[config.mk]
export PLATFORM = sky130hd
export DESIGN_NAME = ci_cam_arbiter
export DESIGN_NICKNAME = d
export VERILOG_FILES = /design/src/rtl/ci_arb_pkg.sv /design/src/rtl/ci_rr_pick.sv /design/src/rtl/ci_cam_arbiter.sv
export SDC_FILE = /design/constraint.sdc
export NUM_CORES = 1
export LEC_CHECK = 0
export CORE_ASPECT_RATIO = 0.75
export CORE_MARGIN = 5
export CORE_UTILIZATION = 51
export CTS_CLUSTER_DIAMETER = 50
export CTS_CLUSTER_SIZE = 20
export DETAILED_ROUTE_END_ITERATION = 8
export PLACE_DENSITY = 0.92
export SYNTH_ARGS = -nofsm -noshare
export SYNTH_HDL_FRONTEND = slang
export SYNTH_SLANG_ARGS = --single-unit
export TNS_END_PERCENT = 1
[constraint.sdc]
create_clock -name clk -period 2.7 [get_ports clk]
set_clock_uncertainty 0.1 [all_clocks]
set_input_delay 0.54 -clock clk [delete_from_list [all_inputs] [get_ports clk]]
set_output_delay 0.54 -clock clk [all_outputs]
set_load 0.01 [all_outputs]
[src/rtl/ci_arb_pkg.sv]
// Shared types and constants for the CI CAM access-port arbiter.
// Address layout on the CAM port: [16]=REG#, [15]=io/mem, [14:0]=offset.
package ci_arb_pkg;

   typedef enum logic [2:0] {
      StIdle,
      StIssue,
      StWait,
      StDone,
      StLocked
   } arb_state_e;

   localparam int unsigned CAM_ADDR_W     = 18;
   localparam int unsigned CAM_DATA_W     = 8;
   localparam logic [7:0]  ABORT_READDATA = 8'hFF;
   localparam int unsigned REG_BIT        = 16;
   localparam int unsigned IO_BIT         = 15;

endpackage

[src/rtl/ci_rr_pick.sv]
// Round-robin priority pick: one-hot of the first active request at or after ptr.
module ci_rr_pick #(
   parameter int unsigned NREQ  = 2,
   parameter int unsigned PTR_W = 1
) (
   input  logic [NREQ-1:0]  req,
   input  logic [PTR_W-1:0] ptr,
   output logic [NREQ-1:0]  pick,
   output logic             valid
);

   // Walk offsets from farthest to nearest so the nearest active request wins.
   always_comb begin
      pick = '0;
      for (int k = NREQ - 1; k >= 0; k--) begin
         if (req[(k + int'(ptr)) % NREQ]) begin
            pick = '0;
            pick[(k + int'(ptr)) % NREQ] = 1'b1;
         end
      end
   end

   assign valid = |req;

endmodule

[src/rtl/ci_cam_arbiter.sv]
// Shares the CI bridge CAM port between NREQ requesters: round-robin grant per access,
// optional lock for multi-access sequences, and a per-access watchdog for a stuck WAIT#.
module ci_cam_arbiter
   import ci_arb_pkg::*;
#(
   parameter int unsigned NREQ            = 2,
   parameter int unsigned TIMEOUT_CYCLES  = 12000000,
   parameter int unsigned TMO_W           = 24,
   parameter int unsigned LOCK_MAX_CYCLES = 60000000
) (
   input  logic                       clk,
   input  logic                       reset,
   input  logic [NREQ-1:0]            req_read,
   input  logic [NREQ-1:0]            req_write,
   input  logic [NREQ-1:0]            req_lock,
   input  logic [CAM_ADDR_W*NREQ-1:0] req_address,
   input  logic [CAM_DATA_W*NREQ-1:0] req_writedata,
   output logic [NREQ-1:0]            req_waitreq,
   output logic [CAM_DATA_W-1:0]      req_readdata,
   output logic [NREQ-1:0]            req_timeout,
   output logic [NREQ-1:0]            grant,
   output logic                       cam_read,
   output logic                       cam_write,
   output logic [CAM_ADDR_W-1:0]      cam_address,
   output logic [CAM_DATA_W-1:0]      cam_writedata,
   input  logic                       cam_waitreq,
   input  logic [CAM_DATA_W-1:0]      cam_readdata
);

   localparam int unsigned       IDX_W     = $clog2(NREQ);
   localparam int unsigned       LOCK_W    = $clog2(LOCK_MAX_CYCLES + 1);
   localparam logic [TMO_W-1:0]  TMO_LAST  = TMO_W'(TIMEOUT_CYCLES - 1);
   localparam logic [LOCK_W-1:0] LOCK_LAST = LOCK_W'(LOCK_MAX_CYCLES - 1);

   arb_state_e            state;
   logic [IDX_W-1:0]      gidx, ptr, pick_idx, sel_idx, next_ptr;
   logic [NREQ-1:0]       strobe, pick;
   logic                  pick_valid, is_read, discard, lost;
   logic [TMO_W-1:0]      wdog;
   logic [LOCK_W-1:0]     lock_cnt;
   logic [CAM_ADDR_W-1:0] sel_addr;
   logic [CAM_DATA_W-1:0] sel_wdata;

   assign strobe = req_read | req_write;

   ci_rr_pick #(
      .NREQ  (NREQ),
      .PTR_W (IDX_W)
   ) u_pick (
      .req   (strobe),
      .ptr   (ptr),
      .pick  (pick),
      .valid (pick_valid)
   );

   always_comb begin
      pick_idx = '0;
      for (int i = 0; i < NREQ; i++) begin
         if (pick[i]) pick_idx = IDX_W'(i);
      end
   end

   // While locked only the owner can start an access, so it is the mux source.
   assign sel_idx   = (state == StLocked) ? gidx : pick_idx;
   assign sel_addr  = req_address[sel_idx*CAM_ADDR_W +: CAM_ADDR_W];
   assign sel_wdata = req_writedata[sel_idx*CAM_DATA_W +: CAM_DATA_W];
   assign next_ptr  = (gidx == IDX_W'(NREQ - 1)) ? '0 : gidx + IDX_W'(1);
   // Owner abandoned its strobe: finish on the bridge but suppress its result pulse.
   assign lost      = discard || !strobe[gidx];

   always_ff @(posedge clk) begin
      if (reset) begin
         state         <= StIdle;
         grant         <= '0;
         gidx          <= '0;
         ptr           <= '0;
         is_read       <= 1'b0;
         discard       <= 1'b0;
         wdog          <= '0;
         lock_cnt      <= '0;
         cam_read      <= 1'b0;
         cam_write     <= 1'b0;
         cam_address   <= '0;
         cam_writedata <= '0;
         req_waitreq   <= '1;
         req_readdata  <= '0;
         req_timeout   <= '0;
      end else begin
         req_waitreq <= '1;
         req_timeout <= '0;
         unique case (state)
            StIdle: begin
               if (pick_valid) begin
                  grant         <= pick;
                  gidx          <= pick_idx;
                  is_read       <= req_read[sel_idx];
                  cam_address   <= sel_addr;
                  cam_writedata <= sel_wdata;
                  discard       <= 1'b0;
                  state         <= StIssue;
               end
            end
            StIssue: begin
               cam_read  <= is_read;
               cam_write <= !is_read;
               wdog      <= '0;
               discard   <= lost;
               state     <= StWait;
            end
            StWait: begin
               discard <= lost;
               if (!cam_waitreq || wdog == TMO_LAST) begin
                  cam_read  <= 1'b0;
                  cam_write <= 1'b0;
                  if (!lost) begin
                     req_waitreq[gidx] <= 1'b0;
                     req_timeout[gidx] <= cam_waitreq;
                  end
                  if (cam_waitreq) req_readdata <= ABORT_READDATA;
                  else if (is_read) req_readdata <= cam_readdata;
                  state <= StDone;
               end else begin
                  wdog <= wdog + TMO_W'(1);
               end
            end
            StDone: begin
               if (req_lock[gidx]) begin
                  lock_cnt <= '0;
                  state    <= StLocked;
               end else begin
                  grant <= '0;
                  ptr   <= next_ptr;
                  state <= StIdle;
               end
            end
            StLocked: begin
               if (strobe[gidx]) begin
                  is_read       <= req_read[sel_idx];
                  cam_address   <= sel_addr;
                  cam_writedata <= sel_wdata;
                  discard       <= 1'b0;
                  state         <= StIssue;
               end else if (!req_lock[gidx] || lock_cnt == LOCK_LAST) begin
                  grant <= '0;
                  ptr   <= next_ptr;
                  state <= StIdle;
               end else begin
                  lock_cnt <= lock_cnt + LOCK_W'(1);
               end
            end
            default: state <= StIdle;
         endcase
      end
   end

endmodule

; ---- Yosys cells after proc, flatten, opt, wreduce, memory -nomap -nowiden
; Cells that the tools add are included.
[op_classes]
n_eq_ne = 16
n_mul = 1
shift = 2
add_sub_neg = 4
muxes = 59
magnitude_cmp = 7
n_bitwise = 5
n_reduce_logical = 30
[ops]
columns = cell, count
row1 = 26-bit two-way mux, 3
row2 = 26-bit case mux with 2 select lines, 1
row3 = 24-bit case mux with 2 select lines, 1
row4 = 18-bit two-way mux, 2
row5 = 18-bit case mux with 2 select lines, 1
row6 = 36-bit by 7-bit variable part select with 18-bit output, 1
row7 = 8-bit two-way mux, 4
row8 = "26-bit by 1-bit adder with 26-bit output, second input constant", 1
row9 = "26-bit equality test, second input constant", 1
row10 = "24-bit by 1-bit adder with 24-bit output, second input constant", 1
row11 = "24-bit equality test, second input constant", 1
row12 = 1-bit two-way mux, 24
row13 = 24-bit two-way mux, 1
row14 = 8-bit case mux with 2 select lines, 1
row15 = 16-bit by 5-bit variable part select with 8-bit output, 1
row16 = 3-bit two-way mux, 5
row17 = 3-bit case mux with 5 select lines, 1
row18 = "2-bit != test, second input constant", 7
row19 = 2-bit two-way mux, 6
row20 = 3-bit AND reduction, 4
row21 = "1-bit by 2-bit < comparator with 1-bit output, second input constant", 4
row22 = 1-bit case mux with 2 select lines, 4
row23 = 4-bit AND reduction, 2
row24 = 2-bit nonzero test, 4
row25 = other kinds (25), 43
[totals]
elab_cells = 139
in_bits = 69
ff_bits = 99

; ---- Logic depth before layout (Yosys ltp)
; Gate-level depths: netlist of the first run.
[depth]
word_depth = 13
mapped_depth = 8
ltp_nobuf = 6

; ---- Hierarchy
; From an unflattened synthesis of the first run, not the netlist that was laid out.
[unflattened]
hier_cells = 551
area_unflattened_um2 = 4732.0
[by_module_without_submodules]
columns = module, seq_area_each_um2, area_per_inst_um2, instances, cells_each
row1 = ci_cam_arbiter, 1981.9, 4707.0, 1, 547
row2 = ci_rr_pick, 0.0, 25.0, 1, 4

; ---- Worst setup path before layout of the first run
; No wires, ideal clock.
[synth_timing]
path_kind = register to register
startpoint = register lock_cnt[0]
endpoint = register lock_cnt[21]
arrival_ns = 1.984
stages_incl_launch_ff = 9
n_path_buf = 2
synth_period_minus_slack_ns = 2.154
setup_slack_ns = 0.546
required_ns = 2.529
setup_ns = 0.071
path_cell_list = dfxtp_1 -> ha_1 -> and3_1 -> clkbuf_1 -> and2_1 -> and4_1 -> clkbuf_1 -> or4_1 -> a21oi_1
[synth_via]
elab_chain_cells = 4
elab_cells_between_ends = 8
[synth_rtl]
columns = item, line_no
row1 = from (decl), ci_cam_arbiter.sv:40  ; logic [LOCK_W-1:0] lock_cnt;
row2 = from (signal assigned), ci_cam_arbiter.sv:148  ; lock_cnt <= lock_cnt + LOCK_W'(1);
row3 = 26-bit by 1-bit adder with 26-bit output / 26-bit equality test (equally long branches), "ci_cam_arbiter.sv:148, ci_cam_arbiter.sv:143"
row4 = 26-bit two-way mux / 1-bit logical OR (equally long branches), ci_cam_arbiter.sv:143  ; end else if (!req_lock[gidx] || lock_cnt == LOCK_LAST) begin
row5 = 26-bit two-way mux / 2-bit != test (equally long branches), -
row6 = 26-bit case mux with 2 select lines / 4-bit AND reduction (equally long branches), -
; Several ways; a longest one is shown, not always the timed one. The select of a mux whose other input is x is not followed.
; A chain may end at the register's enable or synchronous reset.

; ---- Worst setup path in the final report of the first run
[layout_timing]
startpoint = register state[2]
endpoint = register wdog[4]
[layout_via]
elab_chain_cells = 3
elab_cells_between_ends = 6
[layout_rtl]
columns = item, line_no
row1 = from (decl), ci_cam_arbiter.sv:35  ; arb_state_e state;
row2 = from (signal assigned), ci_cam_arbiter.sv:73  ; state <= StIdle;
row3 = from (signal assigned), ci_cam_arbiter.sv:100  ; state <= StIssue;
row4 = from (signal assigned), ci_cam_arbiter.sv:108  ; state <= StWait;
row5 = 3-bit by 2-bit equality test with 1-bit output / 3-bit by 1-bit equality test with 1-bit output (equally long branches), ci_cam_arbiter.sv:91  ; unique case (state)
row6 = 2-bit != test (no source line) / 2-bit nonzero test (equally long branches), -
row7 = 2-bit AND reduction (no source line), -
row8 = to (signal assigned), ci_cam_arbiter.sv:123  ; wdog <= wdog + TMO_W'(1);
row9 = to (decl), ci_cam_arbiter.sv:39  ; logic [TMO_W-1:0] wdog;
; Several ways; a longest one is shown, not always the timed one.

==> results of run 1 <==
==> stage by stage <==
step	worst slack [ns]	area [sq um]	hold WS [ns]	TNS, ns
after global placement	0.0455	6260	0.354	0
final	0.189	6560	0.388	0
after detailed placement	-0.0119	6260	0.367	-0.0119
after floorplan	0.546	4950	0.344	0
after global routing	0.0368	6560	0.407	0
after CTS	0.227	6560	0.380	0
==> final cells by class <==
| type | count | area (sq um) |
|---|---|---|
| clock buffers | 13 | 260 |
| clock inverters | 2 | 35.0 |
| fillers | 741 | 3020 |
| inverters | 9 | 33.8 |
| multi-input cells | 426 | 2780 |
| flip-flops and latches | 99 | 1980 |
| well taps | 132 | 165 |
| repair buffers | 131 | 1300 |
==> worst max-delay path: stages (launching register included) <==
cell and delay, ns:
dfxtp_1 0.45, or3b_2 0.62, o31ai_4 0.83, o21ai_0 0.26
a21oi_1 0.17
==> how the worst max path moves through the flow <==
stage / to / slack, ns
3_5_place_dp: lock_cnt[18] / -0.01
5_1_grt: wdog[5] / 0.04
4_1_cts: wdog[4] / 0.23
2_1_floorplan: lock_cnt[21] / 0.55
3_3_place_gp: lock_cnt[15] / 0.05
6_report: wdog[4] / 0.19
==> routing by layer <==
| metal | vias to the layer above | global-route usage [%] | share of wire (%) |
|---|---|---|---|
| met1 | 2333 | 30.3 | 42 |
| met2 | 238 | 40.4 | 46 |
| met5 | - | 0 | 0 |
| met4 | 0 | 7.19 | 1.7 |
| li1 | 2362 | - | - |
| met3 | 26 | 8.36 | 9.7 |
==> state kept, by name (all words and copies together), names as in the netlist <==
name / flops
grant: 2
is_read: 1
discard: 1
req_timeout: 2
cam_read: 1
lock_cnt: 26
req_waitreq: 2
state: 3
cam_write: 1
cam_writedata: 8
ptr: 1
req_readdata: 8
gidx: 1
wdog: 24
cam_address: 18
==> power breakdown <==
part | internal (uW) | switching, uW | total [uW]
Sequential | 1550 | 67.0 | 1620
Clock | 764 | 542 | 1310
Combinational | 364 | 351 | 715
Total | 2680 | 960 | 3640
==> cell usage in the layout (no fill, tap or decap), drive strengths merged, types with 16 or more instances in the layout <==
master / n
or3: 16
a21oi: 66
nand2: 39
clkdlybuf4s50: 110
nand3: 20
or4: 16
nor2: 21
dfxtp: 99
buf: 21
mux2i: 29
o21ai: 50
nand4: 16
==> logic make-up after synthesis <==
logic type / after synthesis / share of synthesized area, %
AND/OR/NAND/NOR: 207 / 25.3
adder cells (fa/ha/maj): 2 / 0.506
AO/OA/AOI/OAI: 175 / 21.8
XOR/XNOR: 11 / 1.95
flip-flops: 99 / 40.1
buffers and inverters: 40 / 3.94
multiplexers: 31 / 6.40
==> cells in the mapped netlist (3+ instances only) <==
| master | instances | area, sq um |
|---|---|---|
| and2_1 | 7 | 43.8 |
| nor4b_1 | 4 | 35.0 |
| o21ai_1 | 3 | 15.0 |
| nor2b_1 | 10 | 62.6 |
| mux2i_1 | 29 | 290 |
| a21oi_1 | 66 | 330 |
| nor3_1 | 7 | 35.0 |
| dfxtp_1 | 99 | 1980 |
| buf_2 | 6 | 30.0 |
| xor2_1 | 3 | 26.3 |
| o21a_1 | 5 | 37.5 |
| a31o_2 | 4 | 35.0 |
| a211oi_1 | 3 | 22.5 |
| nand2_1 | 38 | 143 |
| o41ai_1 | 4 | 35.0 |
| nor4_1 | 7 | 43.8 |
| o22a_1 | 10 | 87.6 |
| or3_1 | 16 | 100 |
| or4_1 | 15 | 113 |
| nand3_1 | 20 | 100 |
| o211ai_1 | 3 | 22.5 |
| buf_6 | 4 | 45.0 |
| o31a_1 | 3 | 26.3 |
| and3_1 | 10 | 62.6 |
| clkbuf_1 | 18 | 67.6 |
| xnor2_1 | 8 | 70.1 |
| inv_1 | 9 | 33.8 |
| nand4_1 | 16 | 100 |
| a2111oi_0 | 5 | 43.8 |
| o21ai_0 | 47 | 235 |
| o31ai_1 | 12 | 90.1 |
| or2_2 | 5 | 31.3 |
| nor4bb_1 | 3 | 30.0 |
| and4_1 | 8 | 70.1 |
| nor2_1 | 21 | 78.8 |
==> metrics.md, run 1 <==
| Metric | Value |
|---|---|
| Status | `finished clean` |
| Antenna diodes | `0` |
| Total power | `roughly 3600 uW` |
| Pleak | `0.00236 uW` |
| Final ANT Viol Nets | `0` |
| WL/cell | `17.7 um` |
| Worst Setup SP | `state[2]` |
| Die Span Y | `between 90 and 100 um` |
| Max VDD drop | `0.395 mV` |
| Largest net degree at the start of global routing | `55` |
| Worst reg-to-reg path cell count | `4` |
| Cells after Synth | `565` |
| Asr flop ratio synth | `0%` |
| Tcrit/Tclk final | `a little over 90%` |
| Post-synthesis sequential area ratio | `40.1%` |
| WHS Endpoint | `grant[1]` |
| Post-Route WL | `14,300 um` |
| Flops & latches, synth | `99` |
| Hold-fix buffers, CTS | `0` |
| Slew HR | `39.6%` |
| Setup CP Type | `flip-flop to flip-flop` |
| Syn Area/Cell | `8.76 sq um` |
| Hold Startpoint | `grant[1]` |
| DRC viols | `0` |
| DP Cell Count | `around 800` |
| Fin nets | `747` |
| Top_reg_cell synth | `dfxtp_1` |
| Hold Vio Cnt, Final | `0` |
| Synth cell types | `64` |
| DRT iter0 DRCs | `around 350` |
| Final HPWL DP | `~10,000 um` |
| Cts repair resizes | `0` |
| Antenna violations before repair | `0` |
| DR vias/cell | `6.11` |
| GPL Wtd Cong | `0.914` |
| Final Util | `68.4%` |
| Max Cap Viol | `0` |
| Clock Latency Late Sink | `~0.35 ns` |
| CTS HTree Levels | `3` |
| Final setup vio count | `0` |
| Port Buffers | `110` |
| Peak Freq | `398 MHz` |
| Cell Area, Synth | `0.00495 sq mm` |
| Worst hold path cell count | `2` |
| Vias after detailed routing | `4,959` |
| DRT Pass-1 Iters | `5` |
| Startpoint Class | `flip-flop` |
| Clock buffer depth | `2` |
| Reg2Reg Setup Slack | `0.19 ns` |
| Worst r2r src | `state[2]` |
| Num rows | `31` |
| Worst-margin pin slew | `0.906 ns` |
| Critical-path maximum fanout | `28` |
| Critical path arrival | `2.69 ns` |
| Final min period | `~2.5 ns` |
| CTS tree | `yes` |
| Die width | `124 um` |
| CTS sink cnt | `99` |
| Clock Tree Root | `clkbuf_16` |
| Initial Utilization | `51.7%` |
| Hold WC Path Type | `flip-flop to flip-flop` |
| Req. time, crit path | `around 2.9 ns` |
| Area growth, synth to finish | `32.5%` |
| PwrDens | `roughly 560 mW/mm^2` |
| I/O pins | `111` |
| Vias in the first global route | `4,748` |
| Overall global routing resource usage | `around a quarter` |
| Post-CTS setup buffers | `0` |
| Overflow after GRT | `0` |
| Full die area | `roughly 0.012 sq mm` |
| Crit path capture type | `flip-flop` |
| Post-synthesis net count | `636` |
| RR Endpoint | `wdog[4]` |
| First-pass GRT wire length | `roughly 23,000 um` |
| Post-synth EDFFs | `0` |
| Core area | `0.00958 sq mm` |
| Warnings, synthesis | `0` |
| Max Slew Vio Count | `0` |
| Clock slew at reported path FFs | `0.07 ns` |
| Final Non-Filler Cells | `812` |
| Layout cells sized above 1 | `8.68%` |
| Inserted Clock Buffers | `9` |
| RSZ-0062 raised after global routing | `no` |
No activity file was read; power rests on OpenSTA's default activity.
==> run 2, diff against run 1 <==
- CTS_BUF_LIST: not set -> sky130_fd_sc_hd__clkbuf_4 sky130_fd_sc_hd__clkbuf_8
==> run 2 against run 1 <==
Effect of this change:
- total power decreased by 8.8%
- sequential power barely moved
- flip-flop and latch count stayed put
- non-clock buffer count is the same
- sequential share of layout area increased by 0.44 points
- via count shrank 0.40%
- hold slack improved by 0.0022 ns
- die area unchanged
- core utilization shrank 0.98 points
- critical path depth is the same
- count of clock-buffer cells in the layout is the same
- critical endpoint is now wdog[6]
==> metrics.md, run 2 (same netlist as run 1, synthesis figures left out) <==
| Metric | Value |
|---|---|
| Status | `finished clean` |
| Buf/Inv on CP | `0 (unchanged)` |
| RSZ-0062 raised after global routing | `no` |
| Crit path capture type | `flip-flop` |
| Max Cap Viol | `0 (unchanged)` |
| Crit-path cells | `or3b_2, o31ai_4, o21ai_0, a21oi_1` |
| Antenna violations before repair | `0 (unchanged)` |
| Sequential share of power | `48.7% (+4.2 points)` |
| NetSw | `910 uW (-5.3%)` |
| Area growth, synth to finish | `30.6%` |
| Final HPWL DP | `10,400 um (unchanged)` |
| Antenna diodes | `0 (unchanged)` |
| Clock buffer depth | `2 (unchanged)` |
| CTS tree | `yes` |
| CTS sink cnt | `99 (unchanged)` |
| Core area | `0.00958 sq mm (unchanged)` |
| Critical path arrival | `2.74 ns (+0.05 ns)` |
| Req. time, crit path | `2.90 ns (+0.03 ns)` |
| Vias in the first global route | `4,753 (+0.11%)` |
| Tcrit/Tclk final | `94.3% (+1.3 points)` |
| Overflow after GRT | `0 (unchanged)` |
| Num rows | `31 (unchanged)` |
| Port Buffers | `110 (unchanged)` |
| PwrDens | `514 mW/mm^2 (-7.5%)` |
| Max VDD drop | `0.430 mV (+9.0%)` |
| Layout cells sized above 1 | `8.97% (+0.29 points)` |
| Max reg flops | `26 (unchanged)` |
| Slew HR | `41.9% (+2.3 points)` |
| Max Slew Vio Count | `0 (unchanged)` |
| DRC viols | `0 (unchanged)` |
| Clock share of power | `29.9% (-6.0 points)` |
| GPL Wtd Cong | `0.914 (unchanged)` |
| Sw Share | `27.4% (+1.0 points)` |
| Max stage delay on crit path | `0.80 ns (-0.03 ns)` |
| Final setup vio count | `0 (unchanged)` |
| CTS HTree Levels | `3 (unchanged)` |
| Post-Route WL | `14,200 um (-0.77%)` |
| WHS | `0.390 ns (+0.00219 ns)` |
| First-pass GRT wire length | `22,700 um (-0.90%)` |
| Die Span Y | `95.3 um (unchanged)` |
| Overall global routing resource usage | `24.3% (-0.17 points)` |
| Fin nets | `747 (unchanged)` |
| Full die area | `0.0118 sq mm (unchanged)` |
| Die width | `124 um (unchanged)` |
| Peak Freq | `393 MHz (-1.4%)` |
| Initial Utilization | `51.7% (unchanged)` |
| Int Pwr | `2410 uW (-10%)` |
| Most common cell after layout, fill and taps aside | `clkdlybuf4s50_1` |
| Worst r2r src | `state[2]` |
| Pleak | `0.00232 uW (-1.7%)` |
| Commonest non-fill, non-tap cells in the layout | `110 x clkdlybuf4s50_1, 99 x dfxtp_1, 66 x a21oi_1` |
| DRT Pass-1 Iters | `5 (unchanged)` |
| Worst-margin pin slew | `0.871 ns (-0.0349 ns)` |
| Hold WC Path Type | `flip-flop to flip-flop` |
| Slowest cell on the critical path | `o31ai_4` |
| DP Cell Count | `797 (unchanged)` |
| Worst Setup SP | `state[2]` |
| Inserted Clock Buffers | `9 (unchanged)` |
| Hold Vio Cnt, Final | `0 (unchanged)` |
| WL/cell | `17.5 um (-0.77%)` |
| Filler cell count | `754 (+1.8%)` |
| Setup tns final | `0 ns (unchanged)` |
| Final min period | `2.55 ns (+0.0357 ns)` |
| Final Non-Filler Cells | `812 (unchanged)` |
| Hold Startpoint | `grant[1]` |
| Clock Tree Root | `clkbuf_8` |
| DRT iter0 DRCs | `364 (+4.3%)` |
| Vias after detailed routing | `4,939 (-0.40%)` |
| DR vias/cell | `6.08 (-0.40%)` |
| Top flop regs | `lock_cnt: 26 flops, wdog: 24 flops, cam_address: 18 flops` |
| Final ANT Viol Nets | `0 (unchanged)` |
| Top reg by flops | `lock_cnt` |
| Clock slew at reported path FFs | `0.10 ns (+0.03 ns)` |
| I/O pins | `111 (unchanged)` |
| Gate power share | `21.4% (+1.7 points)` |
| Startpoint Class | `flip-flop` |
| Hold-fix buffers, CTS | `0 (unchanged)` |
| Largest net degree at the start of global routing | `55 (unchanged)` |
| Largest delay share family, worst path | `compound AO/OA/AOI/OAI gates` |
| Critical-path maximum fanout | `28 (unchanged)` |
| Post-CTS setup buffers | `0 (unchanged)` |
| Setup CP Type | `flip-flop to flip-flop` |
| Cts repair resizes | `0 (unchanged)` |
| Clock Latency Late Sink | `0.37 ns (+0.02 ns)` |
==> run 2: cell types whose count changed in the layout (fill, tap and decap cells not counted) <==
| cell | change |
|---|---|
| clkbuf_8 | +9 |
| clkbuf_1 | -2 |
| clkbuf_4 | +2 |
| clkbuf_16 | -9 |
==> run 2: through the flow <==
step                power, uW  setup WS, ns  util [%]  area (sq um)
floorplan                1980         0.546         -          4950
global placement         2320        0.0455      65.4          6260
detailed placement       2350       -0.0119      65.4          6260
CTS                      3320         0.177      67.5          6460
global route             3480        0.0124      67.5          6460
finish                   3320         0.153      67.5          6460
==> run 2: path summary, 6_finish.rpt <==
path / end / slack [ns] / depth (start not counted)
setup / recovery: wdog[6] / 0.15 / 4
hold / removal: grant[1] / 0.39 / 2
setup reg to reg: wdog[6] / 0.15 / 4
hold reg to reg: grant[1] / 0.39 / 2
==> run 2: per-layer routing <==
layer | share of wire, % | vias to the layer above | global-route usage (%)
li1 | - | 2362 | -
met1 | 41 | 2308 | 30.0
met2 | 46 | 239 | 39.7
met3 | 10 | 30 | 8.48
met4 | 2.1 | 0 | 7.93
met5 | 0 | - | 0
==> run 2: final cells by class <==
type | instances | area (sq um) | area share (%)
Timing Repair Buffer | 131 | 1300 | 20.1
Inverter | 9 | 33.8 | 0.523
Clock inverter | 2 | 35.0 | 0.542
Sequential cell | 99 | 1980 | 30.7
Tap cell | 132 | 165 | 2.56
Multi-Input combinational cell | 426 | 2780 | 43.1
Clock buffer | 13 | 166 | 2.58
==> run 2: power by group through the flow <==
stage	clock (uW)	sequential (uW)	combinational [uW]
finish	992	1620	710
floorplan	0	1660	316
CTS	1000	1610	709
global route	1080	1630	773
global placement	0	1640	683
detailed placement	0	1640	702
==> run 2: worst reg2reg max path, cell delays in order (launching register included) <==
cell	delay (ns)
dfxtp_1	0.47
or3b_2	0.63
o31ai_4	0.80
o21ai_0	0.26
a21oi_1	0.20
